[config.mk]
export PLATFORM = sky130hd
export DESIGN_NAME = lb_capture_sched
export DESIGN_NICKNAME = d
export VERILOG_FILES = /design/src/rtl/lb_sched_pkg.sv /design/src/rtl/lb_sched_ofifo.sv /design/src/rtl/lb_capture_sched.sv
export SDC_FILE = /design/constraint.sdc
export NUM_CORES = 1
export LEC_CHECK = 0
export CAP_MARGIN = 20
export CELL_PAD_IN_SITES_DETAIL_PLACEMENT = 0
export CELL_PAD_IN_SITES_GLOBAL_PLACEMENT = 1
export CORE_MARGIN = 2
export CORE_UTILIZATION = 40
export CTS_CLUSTER_SIZE = 12
export DETAILED_ROUTE_END_ITERATION = 16
export GPL_ROUTABILITY_DRIVEN = 1
export PLACE_DENSITY_LB_ADDON = 0.1
export SLEW_MARGIN = 20
export SYNTH_ARGS = -nofsm -noshare
export SYNTH_HDL_FRONTEND = slang
export SYNTH_SLANG_ARGS = --single-unit
[constraint.sdc]
create_clock -name rclk -period 2.6 [get_ports rclk]
set_clock_uncertainty 0.05 [all_clocks]
set_input_delay 0.52 -clock rclk [delete_from_list [all_inputs] [get_ports rclk]]
set_output_delay 0.52 -clock rclk [all_outputs]
set_load 0.03 [all_outputs]
[src/rtl/lb_sched_pkg.sv]
// Shared types and constants for the line-buffer capture scheduler.
package lb_sched_pkg;

    typedef enum logic [3:0] {
        S_IDLE, S_TRIG, S_WAIT_BUSY, S_HDR, S_WAIT_DATA,
        S_BURST, S_ROW_END, S_WAIT_IDLE, S_DONE, S_ABORT
    } state_t;

    localparam logic [7:0] HDR_BYTE = 8'hA5;
    localparam int         HDR_LEN  = 3;

    // Header layout: sync byte, row high bits, row low byte.
    function automatic logic [7:0] hdr_byte(input logic [1:0] idx, input logic [10:0] row);
        case (idx)
            2'd0:    return HDR_BYTE;
            2'd1:    return {5'b0, row[10:8]};
            default: return row[7:0];
        endcase
    endfunction

endpackage

[src/rtl/lb_sched_ofifo.sv]
// Byte+last output FIFO with occupancy count and synchronous flush.
module lb_sched_ofifo #(
    parameter int DEPTH = 4,
    localparam int AW = $clog2(DEPTH)
) (
    input  logic        rclk,
    input  logic        rstn,
    input  logic        flush,
    input  logic        wr_en,
    input  logic [7:0]  wr_data,
    input  logic        wr_last,
    input  logic        rd_en,
    output logic [7:0]  rd_data,
    output logic        rd_last,
    output logic [AW:0] count
);

    logic [8:0]    mem [DEPTH];
    logic [AW-1:0] wp, rp;
    logic          do_wr, do_rd;

    assign do_wr = wr_en && (count != (AW+1)'(DEPTH));
    assign do_rd = rd_en && (count != '0);
    assign {rd_last, rd_data} = mem[rp];

    always_ff @(posedge rclk or negedge rstn) begin
        if (!rstn) begin
            wp    <= '0;
            rp    <= '0;
            count <= '0;
            for (int i = 0; i < DEPTH; i++) mem[i] <= '0;
        end else if (flush) begin
            wp    <= '0;
            rp    <= '0;
            count <= '0;
        end else begin
            if (do_wr) begin
                mem[wp] <= {wr_last, wr_data};
                wp      <= wp + 1'b1;
            end
            if (do_rd) rp <= rp + 1'b1;
            count <= count + {{AW{1'b0}}, do_wr} - {{AW{1'b0}}, do_rd};
        end
    end

endmodule

[src/rtl/lb_capture_sched.sv]
// Round-robin scheduler sharing one line-buffer capture channel between two
// requesters; frames each row with a header and streams it out with backpressure.
module lb_capture_sched
    import lb_sched_pkg::*;
#(
    parameter int H_ACT       = 1280,
    parameter int V_ACT       = 720,
    parameter int BURST       = 16,
    parameter int TIMEOUT     = 2_000_000,
    parameter int OFIFO_DEPTH = 4
) (
    input  logic        rclk,
    input  logic        rstn,
    input  logic [1:0]  req,
    output logic [1:0]  gnt,
    output logic [1:0]  done,
    output logic        err,
    output logic        lb_trig,
    input  logic        lb_aquire,
    input  logic        lb_busy,
    input  logic        lb_error,
    output logic        lb_read_en,
    input  logic [7:0]  lb_data,
    input  logic [10:0] lb_row,
    output logic        o_valid,
    input  logic        o_ready,
    output logic [7:0]  o_data,
    output logic        o_last,
    output logic        o_id
);

    localparam int BW = (H_ACT > 1) ? $clog2(H_ACT) : 1;
    localparam int WW = $clog2(TIMEOUT);
    localparam int CW = $clog2(OFIFO_DEPTH) + 1;
    localparam logic [BW-1:0] BYTE_LAST  = BW'(H_ACT - 1);
    localparam logic [10:0]   ROW_LAST   = 11'(2 * V_ACT - 1);
    localparam logic [6:0]    BURST_LAST = 7'(BURST - 1);
    localparam logic [WW-1:0] WD_LAST    = WW'(TIMEOUT - 1);
    localparam logic [CW-1:0] FIFO_FULL  = CW'(OFIFO_DEPTH);
    localparam logic [1:0]    HDR_LAST   = 2'(HDR_LEN - 1);

    state_t        state, state_nxt;
    logic          ptr, pick, rd_pend, pend_last;
    logic          hdr_push, wd_run, fifo_room;
    logic [10:0]   row;
    logic [BW-1:0] byte_cnt;
    logic [6:0]    burst_cnt;
    logic [1:0]    hdr_idx;
    logic [WW-1:0] wd;
    logic [CW-1:0] fcount;

    // Reads reserve a FIFO slot while their data is still one cycle away.
    assign fifo_room = (fcount + {{(CW-1){1'b0}}, rd_pend}) < FIFO_FULL;
    assign pick      = ptr ? req[1] : !req[0];
    assign done      = gnt & {2{(state == S_DONE) || (state == S_ABORT)}};
    assign err       = (state == S_ABORT);
    assign o_valid   = (fcount != '0);

    always_comb begin
        state_nxt  = state;
        hdr_push   = 1'b0;
        lb_read_en = 1'b0;
        wd_run     = 1'b0;
        case (state)
            S_IDLE:      if (|req) state_nxt = S_TRIG;
            S_TRIG:      state_nxt = S_WAIT_BUSY;
            S_WAIT_BUSY: begin
                wd_run = 1'b1;
                if (lb_busy) state_nxt = S_HDR;
            end
            S_HDR: begin
                if (fcount != FIFO_FULL) begin
                    hdr_push = 1'b1;
                    if (hdr_idx == HDR_LAST) state_nxt = S_WAIT_DATA;
                end else begin
                    wd_run = 1'b1;
                end
            end
            S_WAIT_DATA: begin
                wd_run = 1'b1;
                if (lb_aquire) state_nxt = S_BURST;
            end
            S_BURST: begin
                if (fifo_room) begin
                    lb_read_en = 1'b1;
                    if (byte_cnt == BYTE_LAST)        state_nxt = S_ROW_END;
                    else if (burst_cnt == BURST_LAST) state_nxt = S_WAIT_DATA;
                end else begin
                    wd_run = 1'b1;
                end
            end
            S_ROW_END:   state_nxt = (row == ROW_LAST) ? S_WAIT_IDLE : S_HDR;
            S_WAIT_IDLE: begin
                wd_run = 1'b1;
                if (!lb_busy && fcount == '0 && !rd_pend) state_nxt = S_DONE;
            end
            default:     state_nxt = S_IDLE;
        endcase
        if (wd_run && wd == WD_LAST) state_nxt = S_ABORT;
        if (lb_error && !(state inside {S_IDLE, S_DONE, S_ABORT})) begin
            state_nxt  = S_ABORT;
            hdr_push   = 1'b0;
            lb_read_en = 1'b0;
        end
    end

    always_ff @(posedge rclk or negedge rstn) begin
        if (!rstn) begin
            state     <= S_IDLE;
            gnt       <= 2'b00;
            ptr       <= 1'b0;
            o_id      <= 1'b0;
            lb_trig   <= 1'b0;
            row       <= '0;
            byte_cnt  <= '0;
            burst_cnt <= '0;
            hdr_idx   <= '0;
            wd        <= '0;
            rd_pend   <= 1'b0;
            pend_last <= 1'b0;
        end else begin
            state     <= state_nxt;
            lb_trig   <= (state == S_TRIG) && (state_nxt == S_WAIT_BUSY);
            rd_pend   <= lb_read_en;
            pend_last <= lb_read_en && (byte_cnt == BYTE_LAST);
            // Watchdog measures consecutive stalled cycles within one state.
            wd        <= (state_nxt != state || !wd_run) ? '0 : wd + 1'b1;
            if (state == S_IDLE && |req) begin
                gnt      <= pick ? 2'b10 : 2'b01;
                o_id     <= pick;
                ptr      <= !pick;
                row      <= '0;
                byte_cnt <= '0;
                hdr_idx  <= '0;
            end
            if (state == S_DONE || state == S_ABORT) gnt <= 2'b00;
            if (hdr_push) hdr_idx <= hdr_idx + 1'b1;
            if (state == S_WAIT_DATA) burst_cnt <= '0;
            if (lb_read_en) begin
                byte_cnt  <= byte_cnt + 1'b1;
                burst_cnt <= burst_cnt + 1'b1;
            end
            if (state == S_ROW_END) begin
                row      <= row + 1'b1;
                byte_cnt <= '0;
                hdr_idx  <= '0;
            end
        end
    end

    lb_sched_ofifo #(.DEPTH(OFIFO_DEPTH)) u_ofifo (
        .rclk    (rclk),
        .rstn    (rstn),
        .flush   (state == S_ABORT),
        .wr_en   (hdr_push || rd_pend),
        .wr_data (hdr_push ? hdr_byte(hdr_idx, row) : lb_data),
        .wr_last (!hdr_push && pend_last),
        .rd_en   (o_valid && o_ready),
        .rd_data (o_data),
        .rd_last (o_last),
        .count   (fcount)
    );

`ifndef SYNTHESIS
    row_match: assert property (@(posedge rclk) disable iff (!rstn)
        (hdr_push && hdr_idx == 2'd0) |-> (lb_row == row));
`endif

endmodule

==> results.md, run 1 <==
- YS warnings: 0
- Pwr per Cell Area: between 800 and 900 nW/um^2
- Area growth syn-to-layout: 21.7%
- Largest family of logic cells by synthesized area: simple AND/OR/NAND/NOR gates
- Worst skew pair latency: roughly 0.36 ns
- CP startpoint: lb_error
- Mux cell area share after synthesis: a little under an eighth
- Final Critical Period: 2.49 ns
- Reg2reg start: burst_cnt[1]$_DFFE_PN0P_
- DRC violations left: 0
- Hold slack: 0.0641 ns
- Syn_area_per_cell: between 10 and 15 sq um
- FFs w/ async S/R, synth: between 90% and 100%
- Setup CP Type: in -> out
- DIE AREA: about 15000 sq um
- Worst reg2reg endpoint: wd[20]$_DFF_PN0_
- Main area contributors after synthesis: dfrtp_1 (46%), mux2_2 (7.3%), a211oi_2 (4.2%), mux4_2 (3.5%), xnor2_1 (3.4%)
- Vias in the first global route: 4283
- Clock slew at reported path FFs: 0.08 ns
- Placed Cells: ~780
- Syn nets: between 500 and 600
- Synth cell types: 57
- Final Slew Violations: 0
- Primary FF master, synth: dfrtp_1
- Count of final setup violators: 0
- I/O Pins: 45
- Row count: 43
- Max frequency: 401 MHz
- CORE AREA: between 10000 and 15000 sq um
- Seq/Total Area, Yosys: a little under half
- Crit. End Element: primary output
- CTS tree: yes
- RSZ-0062 raised after global routing: no
- Drt total wl: between 10 and 15 mm
- Drt wl/cell: 16.6 um
- Antenna Nets Post-Route: 0
- Pwr Total: 6.20 mW
- Post-Layout Cell Count: slightly below 800
- Startpoint Class: primary input
- Worst-path maximum fanout: 6
- Worst vdd ir: about 600 uV
- P_leak: 3.03 nW
- Via density: about 5.4
- Fin area: a little under 7000 sq um
- Vias post-DR: 4250
- # clock sinks: ~110
- Worst slew pin tran: between 0.6 and 0.7 ns
- Synth Instances: approximately 530
- Slowest stage delay, CP: approximately 0.51 ns
- Post-synth EDFFs: 0
- I/O Buffers: 33
- Hold Crit Class: in -> async
- Fin crit share: a little over nine tenths
- Hpwl dp: 9.13 mm
- Nets: 647
- Clk buf depth: 2
- Htree depth: 3
- Reg2reg path depth: 8
- Post-placement cell area: ~6700 sq um
- Synth Cell Area: between 5000 and 6000 sq um
- Top-area cell type share of the netlist area: between 40% and 50%
- Most common library cells after synthesis: dfrtp_1 (106), nand2_1 (43), mux2_2 (37), nand3_1 (33), nor2_1 (32)
- Critical Path Slowest Stage Cell: clkdlybuf4s50_1
- Status: completed
- XOR/XNOR Fraction of Synth Area: under 10%
- Chip height: between 100 and 150 um
- CP arrival: between 1.5 and 2 ns
- Top-count cell post-synth: dfrtp_1
- Worst path cell trace: clkdlybuf4s50_1, buf_4, buf_4, inv_1, nand3_1, inv_2, buf_4
- Iter 0 DRT Violations: between 200 and 300
- Gr usage total: roughly a fifth
- Max-Cap Viols: 0
- Crit path setup slack, layout: around 0.11 ns
- Cts bufs inserted: 9
- Die X: 124 um
- Slew HR: between 50% and 60%
- Post-synthesis compound-gate area fraction: 13.0%
- Synth Area in Adders: 3.20%
- First-pass GRT wire length: approximately 22 mm
- Layout cells sized above 1: 25.4%
- Setup_tns: 0 ns
- Routability congestion estimate: 0.812
- Root Buffer: clkbuf_16
- Pre-CTS worst setup slack: -0.0927 ns
- Post-layout util: between 40 and 50%
- Antenna violations before repair: 0
- Endpoints failing hold: 0
- Seq cells post-synth: 106
- Initial Utilization: 41.0%
- Total grt overflow: 0
- Largest net degree at the start of global routing: between 40 and 50
- Cell mode on critical path: buf_4
- R2r setup slk: between 0.2 and 0.25 ns
- Yosys top cell by area: dfrtp_1
- Router iterations before antenna repair: 6
- Worst EP required: between 2 and 2.5 ns
- # diodes: 0
- Synth Area in Simple Gates: around 18%
==> metal layers <==
metal | wire (um) | GRT usage [%] | part of all wire [%] | up-vias
met5 | 0 | 0 | 0 | -
met4 | 118 | 4.55 | 0.90 | 0
met1 | 6390 | 26.2 | 49 | 2112
met2 | 6230 | 29.9 | 47 | 44
li1 | - | - | - | 2087
met3 | 419 | 4.61 | 3.2 | 7
==> layout make-up <==
class | instances | area [sq um]
Multi-Input combinational cell | 383 | 2910
Clock inverter | 7 | 58.8
Fill cell | 1293 | 6980
Sequential cell | 106 | 2660
Timing Repair Buffer | 85 | 807
Inverter | 21 | 78.8
Tap cell | 180 | 225
Clock buffer | 9 | 225
==> critical path: cells and delay by family <==
family,cells,cell delay (ns)
buf+inv,6,1.27
simple gates,1,0.12
==> worst max path at each step <==
| stage | cells past startpoint | endpoint |
|---|---|---|
| final | 7 | lb_read_en |
| after global routing | 6 | err |
| after CTS | 3 | o_data[3] |
| after detailed placement | 8 | lb_trig$_DFF_PN0_ |
| after global placement | 8 | lb_trig$_DFF_PN0_ |
| after floorplan | 10 | u_ofifo.count[2]$_DFF_PN0_ |
==> placed cells by master, fill, tap and decap left out, types with 3 or more instances in the layout <==
master / count
a211oi_1: 6
a211oi_2: 19
a21oi_1: 23
a31oi_1: 5
and3_1: 9
buf_12: 8
buf_4: 47
clkbuf_16: 9
clkdlybuf4s50_1: 19
dfrtp_1: 104
dlygate4sd2_1: 9
ha_1: 13
inv_1: 20
mux2_2: 37
mux2i_1: 4
mux4_2: 9
nand2_1: 43
nand2b_1: 7
nand3_1: 33
nand4_1: 8
nor2_1: 32
nor2b_1: 9
nor3_1: 10
nor4_1: 9
o211ai_1: 3
o21ai_0: 21
o31ai_1: 4
or2_2: 4
or3_1: 4
or4_1: 3
xnor2_1: 22
xor2_1: 9
==> logic make-up after synthesis <==
family | count (synthesis)
AO/OA/AOI/OAI | 100
buffers and inverters | 44
flip-flops | 106
adder cells (fa/ha/maj) | 14
XOR/XNOR | 32
multiplexers | 50
AND/OR/NAND/NOR | 187
==> where the power goes <==
group	total (mW)	switching, mW	internal (mW)
Sequential	2.20	0.237	1.96
Clock	1.34	0.672	0.666
Combinational	2.67	1.45	1.22
Total	6.20	2.36	3.84
==> registers in the layout, summed over array words and instances, names as in the netlist <==
register	cells
row	11
u_ofifo.count	3
burst_cnt	7
u_ofifo.rp	2
ptr	1
gnt	2
wd	21
rd_pend	1
u_ofifo.wp	2
lb_trig	1
state	4
hdr_idx	2
o_id	1
byte_cnt	11
pend_last	1
u_ofifo.mem	36
==> timing repair <==
action / in CTS / in global routing
cloned: 0 / 0
hold buffers: 0 / 0
resized for setup: 9 / 8
setup endpoints to repair: 9 / 6
buffers inserted: 0 / 0
Note: power is estimated with default switching activity, not from simulation.
==> run 2: changes to the inputs <==
- PLACE_DENSITY: default -> 0.84
- PLACE_DENSITY_LB_ADDON: 0.1 -> default
==> run 2 against run 1 <==
  * Register-to-register slack lost 0.05 ns
  * Combinational power down 5%
  * Sequential power grew 3%
  * Worst setup slack worse by 0.046 ns
  * Critical path type is now reg -> out
  * Critical path depth decreased by 1
  * Count of clock-buffer cells in the layout is the same
  * Die area unchanged
  * Sequential share of layout area is 0.61 points higher
  * Highest routed layer unchanged
  * Global-route usage down 0.54 points
  * Non-clock buffer count down 9
==> results.md, run 2 (synthesis gave the netlist of run 1 again) <==
- Clock slew at reported path FFs: approximately 0.07 ns
- Most frequent cells in the layout: dfrtp_1 (104), nand2_1 (42), buf_4 (42)
- DIE AREA: around 15000 sq um
- Area growth syn-to-layout: 19.8%
- Met1 Usage GRT: about a quarter
- # clock sinks: approximately 110
- Drt wl/cell: 16.3 um
- Max FFs per register: 36
- Layer with the highest usage: met2
- Worst path cell trace: buf_4, nand2b_1, buf_4, nor3b_2, buf_4, buf_4
- Critical Path Slowest Stage Cell: dfrtp_2
- Worst skew pair latency: 0.36 ns
- CP delay by family, top: buffers and inverters
- Max frequency: just under 400 MHz
- Largest regs: u_ofifo.mem: 36 flops, wd: 21 flops
- Crit path setup slack, layout: 0.0617 ns
- Hold Crit Class: in -> async
- Drt total wl: ~13 mm
- Worst-path maximum fanout: 10
- Antenna Nets Post-Route: 0
- Max-Cap Viols: 0
- Worst EP required: ~2 ns
- Die X: roughly 120 um
- Clock Power Share: ~23%
- Hpwl dp: between 8 and 9 mm
- Router iterations before antenna repair: 6
- Total grt overflow: 0
- Root Buffer: clkbuf_16
- Pwr per Cell Area: slightly above 900 nW/um^2
- Met3 Use GR: between 3 and 4%
- Commonest non-fill, non-tap cell in the layout: dfrtp_1
- Cts hold-fix bufs: 0
- Endpoints failing hold: 0
- Setup_tns: 0 ns
- Routability congestion estimate: between 0.8 and 0.9
- DRC violations left: 0
- Final Critical Period: between 2 and 3 ns
- Most flops, register: u_ofifo.mem
- Psw: approximately 2.3 mW
- Switch share: a little under two fifths
- Post-layout util: 49.1%
- Startpoint Class: register
- Vias in the first global route: around 4.4k
- Row count: 43
- Setup CP Type: reg -> out
- I/O Pins: between 40 and 50
- Worst vdd ir: between 400 and 500 uV
- Filler cells: about 1.3k
- Nets: 638
- Clk buf depth: 2
- # diodes: 0
- Reg2reg path depth: 8
- Reg2reg start: byte_cnt[0]$_DFFE_PN0P_
- Worst reg2reg endpoint: lb_trig$_DFF_PN0_
- Via density: between 5 and 6
- Count of final setup violators: 0
- Gr usage total: 18.4%
- Iter 0 DRT Violations: 250
- Fin crit share: between 90% and 100%
- Initial Utilization: around two fifths
- Share of power burned in combinational logic: between 40% and 50%
- Pre-CTS worst setup slack: -0.124 ns
- Status: completed
- P_leak: around 3.0 nW
- CTS tree: yes
- Largest net degree at the start of global routing: 37
- Crit. End Element: primary output
- Worst slew pin tran: just over 0.6 ns
- First-pass GRT wire length: roughly 22 mm
- Fin area: about 6800 sq um
- Vias post-DR: approximately 4.3k
- Power Internal: slightly below 4 mW
- Sequential power share: 36.5%
- R2r setup slk: approximately 0.16 ns
- Chip height: roughly 120 um
- Antenna violations before repair: 0
- CORE AREA: between 10000 and 15000 sq um
- I/O Buffers: 33
- Final Slew Violations: 0
- CP arrival: between 1.5 and 2 ns
- Cts bufs inserted: 9
- Met2 Use GR: 29.3%
- Layout cells sized above 1: a little under a quarter
- Slowest stage delay, CP: between 0.4 and 0.5 ns
- Htree depth: 3
- Slew HR: between 50% and 60%
- Cell mode on critical path: buf_4
- WP buf/inv: 4
- Post-placement cell area: about 6500 sq um
==> run 2: area by class of cell <==
| type | instances | area (sq um) | area share [%] |
|---|---|---|---|
| clock buffer | 9 | 225 | 3.29 |
| inverter | 21 | 78.8 | 1.15 |
| sequential | 106 | 2660 | 38.8 |
| multi-input combinational | 383 | 2900 | 42.4 |
| timing repair buffer | 76 | 696 | 10.2 |
| tap | 180 | 225 | 3.29 |
| clock inverter | 6 | 67.6 | 0.987 |
==> run 2: layer usage <==
metal	vias to the layer above	part of all wire, %
met4	0	2.3
li1	2068	-
met1	2134	47
met2	58	47
met5	-	0
met3	18	2.9
==> run 2: timing repair <==
item,4_1_cts,5_1_grt
buffers inserted,0,0
setup endpoints to repair,8,44
resized for setup,7,7
pin swaps,0,0
==> run 2: stage by stage <==
stage	power [mW]	hold slack, ns	instances
floorplan	3.91	0.174	533
global placement	4.77	0.412	766
detailed placement	4.88	0.431	766
CTS	6.23	0.0691	781
global route	6.56	0.0800	781
finish	6.19	0.0503	781
==> run 2: power groups by stage <==
stage / logic [mW] / clock network, mW / registers [mW]
2_1_floorplan: 1.71 / 0 / 2.20
5_1_grt: 2.78 / 1.48 / 2.30
3_5_place_dp: 2.60 / 0 / 2.28
3_3_place_gp: 2.52 / 0 / 2.25
4_1_cts: 2.56 / 1.41 / 2.25
6_report: 2.54 / 1.39 / 2.26
==> run 2: how the worst max path moves through the flow <==
stage,startpoint,endpoint,slack [ns],cells after the start
2_1_floorplan,u_ofifo.count[2]$_DFF_PN0_,u_ofifo.count[2]$_DFF_PN0_,0.06,10
3_3_place_gp,req[1],lb_trig$_DFF_PN0_,-0.05,7
3_5_place_dp,lb_error,u_ofifo.mem[11]$_DFFE_PN0P_,-0.12,7
4_1_cts,u_ofifo.rp[0]$_DFFE_PN0P_,o_data[5],0.0007,3
5_1_grt,state[1]$_DFF_PN0_,err,-0.004,6
6_report,state[1]$_DFF_PN0_,err,0.06,6
